**src/rtl/pong_game_control_if.sv**
```systemverilog
`default_nettype none
// ============================================================================
// Module      : pong_game_control_if
// Description : Signal bundle between the Pong game sequencer and the ball
//               horizontal circuit / cabinet inputs. The master drives the
//               frame strobe, coin and miss indications; the slave (the
//               sequencer) drives the game-state outputs and both scores.
// Revision    : 1.0 - initial release
// ============================================================================
interface pong_game_control_if;
    logic       vreset;
    logic       coin;
    logic       miss_l;
    logic       miss_r;
    logic       attract;
    logic       _attract;
    logic       serve;
    logic       rst_speed;
    logic       sc;
    logic [3:0] score_l;
    logic [3:0] score_r;

    modport master (
        output vreset, coin, miss_l, miss_r,
        input  attract, _attract, serve, rst_speed, sc, score_l, score_r
    );

    modport slave (
        input  vreset, coin, miss_l, miss_r,
        output attract, _attract, serve, rst_speed, sc, score_l, score_r
    );
endinterface
`default_nettype wire

```
**src/rtl/pong_game_control.sv**
```systemverilog
`default_nettype none
// ============================================================================
// Module      : pong_game_control
// Description : Pong game sequencer. Runs attract / start / serve-wait /
//               play / score, times the serve hold-off in frames and keeps
//               both players' scores. Every output is a flop.
// Revision    : 1.0 - initial release
// ============================================================================
module pong_game_control #(
    parameter int WIN_SCORE    = 11,
    parameter int SERVE_FRAMES = 100
) (
    input  logic              clk7_159,
    input  logic              rst,
    pong_game_control_if.slave bus
);

    localparam logic [4:0] c_win    = 5'(WIN_SCORE);
    localparam logic [7:0] c_frames = 8'(SERVE_FRAMES);

    typedef enum logic [2:0] {
        c_st_attract = 3'd0,
        c_st_start   = 3'd1,
        c_st_wait    = 3'd2,
        c_st_play    = 3'd3,
        c_st_score   = 3'd4
    } state_t;

    state_t     r_state;
    state_t     w_state_nxt;

    logic [7:0] r_cnt;
    logic       r_coin_d;
    logic       r_miss_l_d;
    logic       r_miss_r_d;
    logic       r_side_r;
    logic [3:0] r_score_l;
    logic [3:0] r_score_r;
    logic       r_attract;
    logic       r_attract_n;
    logic       r_serve;
    logic       r_rst_speed;
    logic       r_sc;

    logic       w_coin_rise;
    logic       w_miss_l_rise;
    logic       w_miss_r_rise;
    logic [7:0] w_cnt_inc;
    logic       w_frame_done;
    logic [4:0] w_pts_raw;
    logic [4:0] w_pts;
    logic       w_game_over;
    logic       w_attract_nxt;
    logic       w_serve_nxt;
    logic       w_rst_speed_nxt;
    logic       w_sc_nxt;

    assign w_coin_rise   = bus.coin   & ~r_coin_d;
    assign w_miss_l_rise = bus.miss_l & ~r_miss_l_d;
    assign w_miss_r_rise = bus.miss_r & ~r_miss_r_d;

    assign w_cnt_inc    = r_cnt + 8'd1;
    assign w_frame_done = bus.vreset && (w_cnt_inc == c_frames);

    // Point value for the side that just scored, capped so it can never pass
    // the winning score.
    assign w_pts_raw   = {1'b0, (r_side_r ? r_score_r : r_score_l)} + 5'd1;
    assign w_pts       = (w_pts_raw > c_win) ? c_win : w_pts_raw;
    assign w_game_over = (w_pts == c_win);

    // State register.
    always_ff @(posedge clk7_159) begin
        if (rst) r_state <= c_st_attract;
        else     r_state <= w_state_nxt;
    end

    // Next state, plus output values decoded from the state being entered so
    // the outputs can be registered without adding a cycle of latency.
    always_comb begin
        w_state_nxt     = r_state;
        w_attract_nxt   = 1'b0;
        w_serve_nxt     = 1'b0;
        w_rst_speed_nxt = 1'b0;
        w_sc_nxt        = 1'b0;
        case (r_state)
            c_st_attract: if (w_coin_rise) w_state_nxt = c_st_start;
            c_st_start:   w_state_nxt = c_st_wait;
            c_st_wait:    if (w_frame_done) w_state_nxt = c_st_play;
            c_st_play:    if (w_miss_l_rise || w_miss_r_rise) w_state_nxt = c_st_score;
            c_st_score:   w_state_nxt = w_game_over ? c_st_attract : c_st_wait;
            default:      w_state_nxt = c_st_attract;
        endcase
        w_attract_nxt   = (w_state_nxt == c_st_attract);
        w_serve_nxt     = (w_state_nxt == c_st_attract) || (w_state_nxt == c_st_play);
        w_rst_speed_nxt = (w_state_nxt == c_st_wait) && (r_state != c_st_wait);
        w_sc_nxt        = (w_state_nxt == c_st_score);
    end

    // Previous-cycle copies of the level inputs for rise detection.
    always_ff @(posedge clk7_159) begin
        if (rst) begin
            r_coin_d   <= 1'b0;
            r_miss_l_d <= 1'b0;
            r_miss_r_d <= 1'b0;
        end else begin
            r_coin_d   <= bus.coin;
            r_miss_l_d <= bus.miss_l;
            r_miss_r_d <= bus.miss_r;
        end
    end

    // Serve hold-off frame counter; only vreset pulses seen in serve-wait count.
    always_ff @(posedge clk7_159) begin
        if (rst) begin
            r_cnt <= 8'd0;
        end else if (r_state == c_st_attract && w_coin_rise) begin
            r_cnt <= 8'd0;
        end else if (r_state == c_st_wait && bus.vreset) begin
            r_cnt <= w_frame_done ? 8'd0 : w_cnt_inc;
        end
    end

    // Scores and the side that is owed the pending point.
    always_ff @(posedge clk7_159) begin
        if (rst) begin
            r_score_l <= 4'd0;
            r_score_r <= 4'd0;
            r_side_r  <= 1'b0;
        end else begin
            case (r_state)
                c_st_attract: begin
                    if (w_coin_rise) begin
                        r_score_l <= 4'd0;
                        r_score_r <= 4'd0;
                    end
                end
                c_st_play: begin
                    // A left miss wins a tie, so the right player scores.
                    if (w_miss_l_rise)      r_side_r <= 1'b1;
                    else if (w_miss_r_rise) r_side_r <= 1'b0;
                end
                c_st_score: begin
                    if (r_side_r) r_score_r <= w_pts[3:0];
                    else          r_score_l <= w_pts[3:0];
                end
                default: ;
            endcase
        end
    end

    // Registered game-state outputs.
    always_ff @(posedge clk7_159) begin
        if (rst) begin
            r_attract   <= 1'b1;
            r_attract_n <= 1'b0;
            r_serve     <= 1'b1;
            r_rst_speed <= 1'b0;
            r_sc        <= 1'b0;
        end else begin
            r_attract   <= w_attract_nxt;
            r_attract_n <= ~w_attract_nxt;
            r_serve     <= w_serve_nxt;
            r_rst_speed <= w_rst_speed_nxt;
            r_sc        <= w_sc_nxt;
        end
    end

    assign bus.attract   = r_attract;
    assign bus._attract  = r_attract_n;
    assign bus.serve     = r_serve;
    assign bus.rst_speed = r_rst_speed;
    assign bus.sc        = r_sc;
    assign bus.score_l   = r_score_l;
    assign bus.score_r   = r_score_r;

endmodule
`default_nettype wire

```
**src/flat_wrapper.sv**
```systemverilog
// flat-port wrapper written by rule: the top's interface ports become plain ports
module pong_game_control_flat 
#(
    parameter int WIN_SCORE    = 11,
    parameter int SERVE_FRAMES = 100
)
  (clk7_159, rst, bus_vreset, bus_coin, bus_miss_l, bus_miss_r, bus_attract, bus__attract, bus_serve, bus_rst_speed, bus_sc, bus_score_l, bus_score_r);
  pong_game_control_if bus_i ();
  input  logic clk7_159;
  input  logic rst;
  input wire logic [$bits(bus_i.vreset)-1:0] bus_vreset;
  input wire logic [$bits(bus_i.coin)-1:0] bus_coin;
  input wire logic [$bits(bus_i.miss_l)-1:0] bus_miss_l;
  input wire logic [$bits(bus_i.miss_r)-1:0] bus_miss_r;
  output wire logic [$bits(bus_i.attract)-1:0] bus_attract;
  output wire logic [$bits(bus_i._attract)-1:0] bus__attract;
  output wire logic [$bits(bus_i.serve)-1:0] bus_serve;
  output wire logic [$bits(bus_i.rst_speed)-1:0] bus_rst_speed;
  output wire logic [$bits(bus_i.sc)-1:0] bus_sc;
  output wire logic [$bits(bus_i.score_l)-1:0] bus_score_l;
  output wire logic [$bits(bus_i.score_r)-1:0] bus_score_r;
  assign bus_i.vreset = bus_vreset;
  assign bus_i.coin = bus_coin;
  assign bus_i.miss_l = bus_miss_l;
  assign bus_i.miss_r = bus_miss_r;
  assign bus_attract = bus_i.attract;
  assign bus__attract = bus_i._attract;
  assign bus_serve = bus_i.serve;
  assign bus_rst_speed = bus_i.rst_speed;
  assign bus_sc = bus_i.sc;
  assign bus_score_l = bus_i.score_l;
  assign bus_score_r = bus_i.score_r;
  pong_game_control #(.WIN_SCORE(WIN_SCORE), .SERVE_FRAMES(SERVE_FRAMES)) u_core (.clk7_159(clk7_159), .rst(rst), .bus(bus_i));
endmodule
```
**config.mk**
```make
export PLATFORM = sky130hd
export DESIGN_NAME = pong_game_control_flat
export DESIGN_NICKNAME = d
export VERILOG_FILES = /design/src/rtl/pong_game_control_if.sv /design/src/rtl/pong_game_control.sv /design/src/flat_wrapper.sv
export SDC_FILE = /design/constraint.sdc
export NUM_CORES = 1
export LEC_CHECK = 0
export ABC_AREA = 0
export CAP_MARGIN = 15
export CELL_PAD_IN_SITES_DETAIL_PLACEMENT = 0
export CELL_PAD_IN_SITES_GLOBAL_PLACEMENT = 1
export CORE_MARGIN = 1.5
export CORE_UTILIZATION = 40
export CTS_CLUSTER_DIAMETER = 80
export DETAILED_ROUTE_END_ITERATION = 12
export PLACE_DENSITY = 0.83
export REMOVE_ABC_BUFFERS = 1
export SLEW_MARGIN = 0
export SYNTH_ARGS = -nofsm -noshare
export SYNTH_HDL_FRONTEND = slang
export SYNTH_SLANG_ARGS = --single-unit
```
**constraint.sdc**
```tcl
create_clock -name clk7_159 -period 3.3 [get_ports clk7_159]
set_clock_uncertainty 0.1 [all_clocks]
set_input_delay 0.495 -clock clk7_159 [delete_from_list [all_inputs] [get_ports clk7_159]]
set_output_delay 0.495 -clock clk7_159 [all_outputs]
set_load 0.02 [all_outputs]
```
==> implementation parameters <==
Parameter                              Value

Synthesis
  Most frequently used flop master after synthesis ... dfxtp_1
  Post-synthesis cell area ... 0.00150 mm2
  Cell types with the largest area share after synthesis ... dfxtp_1, a21oi_1, nor2_1
  Share of the synthesized area in the top cell type ... 37.4%
  Mean area per synthesized cell ... 8.62 um2
  Cell count after synthesis ... 174
  Most common cell in the netlist ... dfxtp_1
  Yosys synthesis warning count ... 0
  Count of distinct cell types in the synthesized netlist ... 53
  Area leader, netlist ... dfxtp_1
  Synth Register Bits ... 28
  Async SR Flop Fraction ... 0%
  Number of enable flip-flop cells after synthesis ... 0
  Post-synthesis sequential area ratio ... 37.4%
  Most used standard cells in the synthesized netlist ... dfxtp_1, nor2_1, a21oi_1, nand2_1, nand3_1

Setup path
  Worst Path Required ... 3.35 ns
  CP Capture Type ... register
  Worst reg2reg startpoint ... u_core.r_side_r
  CP Launch Type ... register
  Critical Path Fanout Max ... 18
  Start-to-end type of the worst setup path ... register to register
  Launch point of the critical path ... u_core.r_side_r
  Signal arrival time at the worst endpoint ... 2.67 ns

Die
  IO Count ... 19
  Vertical extent of the die ... 64.2 um
  Die X ... 64.2 um
  Initial Util ... 41.3%
  Core footprint ... 0.00363 mm2
  Cell Rows ... 22
  Overall die area ... 0.00413 mm2

Place
  Cell Area, Placed ... 0.00170 mm2
  Number of buffers added on ports ... 18
  Final Wtd Congestion ... 0.805
  Detailed Place HPWL ... 2450 um
  Placed insts ... 234
  Pre-CTS WS ... 0.749 ns

Min path
  Class of the tightest hold or removal check ... register to register
  Launch point of the worst hold path ... u_core.r_cnt[6]

STA
  Setup repair after global routing missed its margin ... false
  Final hold violation count ... 0
  Crit share post-route ... 79.4%
  Worst Tran Pin Value ... 0.619 ns
  Max-Slew Margin vs Limit ... 58.7%
  Final period demand of the worst path ... 2.62 ns
  Achievable clock frequency ... 382 MHz
  Setup-failing EPs final ... 0
  Number of pins exceeding their max-slew limit in the final report ... 0
  Worst Slack Setup Final ... 0.680 ns
  Total Neg Setup Slack ... 0 ns

Job
  Number of maximum-capacitance constraint violations ... 0

Power
  Combinational cell fraction of total power ... 22.5%
  Leakage ... 0.615 nW
  Share of total power in sequential cells ... 46.2%
  Reported net switching power ... 0.241 mW
  Maximum resistive drop on vdd ... 0.000244 V
  Internal power contribution ... 0.621 mW
  Clock share of power ... 31.3%
  Power density over cell area ... 486 mW/mm2
  Switching Fraction ... 27.9%

Clocking
  CTS resizes ... 0
  Total clock buffers created by CTS ... 3
  H-tree levels ... 1
  Post-CTS Hold Fix Bufs ... 0
  Clock Root Buffer ... clkbuf_8
  Post-CTS setup-driven buffer insertion count ... 0
  Clock tree from TritonCTS ... yes
  Clock sink count ... 28
  Clock slew seen by the registers of the worst setup and hold paths ... 0.09 ns
  Longest Clk Path Bufs ... 2
  Clock network latency to the later pin of the worst-skew pair ... 0.27 ns

Global route
  Overflow after GRT ... 0
  First-pass GRT wire length ... 5690 um
  Global router's overall resource usage ... 17.3%
  Via count of the first global-routing pass ... 1269
  Maximum number of pins on one net before global-route repair ... 19
  Initial antenna violation count ... 0

Routing
  Via count ... 1316
  Post-route antenna net violation count ... 0
  DRC violations left ... 0
  First-pass DRT Iterations ... 4
  Vias/cell ... 5.53
  Routed Wire Length ... 3300 um
  Routed length per instance ... 13.8 um
  Number of design-rule violations left by the first detailed-router iteration ... 96

Final layout
  Number of fill cells in the layout ... 382
  Count of non-filler cells in the finished layout ... 238
  Number of nets in the final layout ... 201
  Layout Area Growth over Synthesis ... 18.3%
  Number of diodes ... 0
  Final Instance Area ... 0.00177 mm2
  Utilization after layout ... 48.8%
  Fraction of final layout cells with drive strength greater than 1 ... 8.42%

Status
  Status ... finished clean
==> cell usage in the layout (no fill, tap or decap), drive strengths merged, types with 2 or more instances in the layout <==
master         count
dfxtp             28
nor2              19
clkdlybuf4s50     18
nand2             15
a21oi             15
nand3             13
nand2b             6
o21ai              5
mux2i              4
nor3               4
ha                 4
a211oi             4
nor2b              3
clkbuf             3
or2                3
inv                2
and4b              2
or3b               2
xor2               2
and4               2
and3               2
nor3b              2
nand4              2
o211ai             2
xnor2              2
mux2               2
a21boi             2
==> routing by layer <==
layer  vias to the layer above  routed length, um  track usage (%)
met1                       621               1590             22.1
met3                         4                 99             2.82
met5                         -                  0                0
met2                        19               1570             29.4
met4                         0                 36             5.85
li1                        672                  -                -
==> metrics by stage <==
stage | total power [mW] | hold slack (ns)
2_1_floorplan | 0.517 | 0.376
3_3_place_gp | 0.597 | 0.397
3_5_place_dp | 0.600 | 0.411
4_1_cts | 0.870 | 0.425
5_1_grt | 0.902 | 0.460
6_report | 0.862 | 0.427
==> worst max-delay path: stages, from the launching register on <==
cell	delay (ns)
dfxtp_1	0.73
mux2_2	0.42
ha_1	0.22
and4b_1	0.22
a41oi_1	0.37
a21oi_1	0.13
nor2_1	0.21
a211oi_2	0.09
==> registers in the layout, indices dropped and copies added (netlist names), 3 cells and up <==
| register | count |
|---|---|
| u_core.bus.score_l | 4 |
| u_core.bus.score_r | 4 |
| u_core.r_cnt | 8 |
| u_core.r_state | 3 |
==> power by group through the flow <==
stage	sequential, mW	combinational [mW]	clock [mW]
floorplan	0.430	0.0873	0
global placement	0.405	0.193	0
detailed placement	0.406	0.194	0
CTS	0.398	0.196	0.276
global route	0.403	0.212	0.288
finish	0.398	0.194	0.269
==> cells by family after synthesis <==
group | Yosys count | synth area share [%]
AND/OR/NAND/NOR | 83 | 30.3
buffers and inverters | 9 | 3.50
flip-flops | 28 | 37.4
multiplexers | 6 | 4.42
adder cells (fa/ha/maj) | 4 | 3.34
AO/OA/AOI/OAI | 40 | 18.8
XOR/XNOR | 4 | 2.34
==> cell type report <==
type	instances	area [um2]	share of cell area, %
inverter	2	7.51	0.423
timing repair buffer	19	188	10.6
sequential	28	561	31.6
tap	48	60.1	3.39
clock inverter	1	30.0	1.69
clock buffer	3	41.3	2.33
multi-input combinational	137	887	50.0
==> path summary, 6_finish.rpt <==
path / to / slack [ns] / cells after the start
hold reg to reg: u_core.r_cnt[6] / 0.43 / 2
hold / removal: u_core.r_cnt[6] / 0.43 / 2
setup reg to reg: u_core.bus.score_l[1] / 0.68 / 7
setup / recovery: u_core.bus.score_l[1] / 0.68 / 7
(Power assumes the default switching activity.)
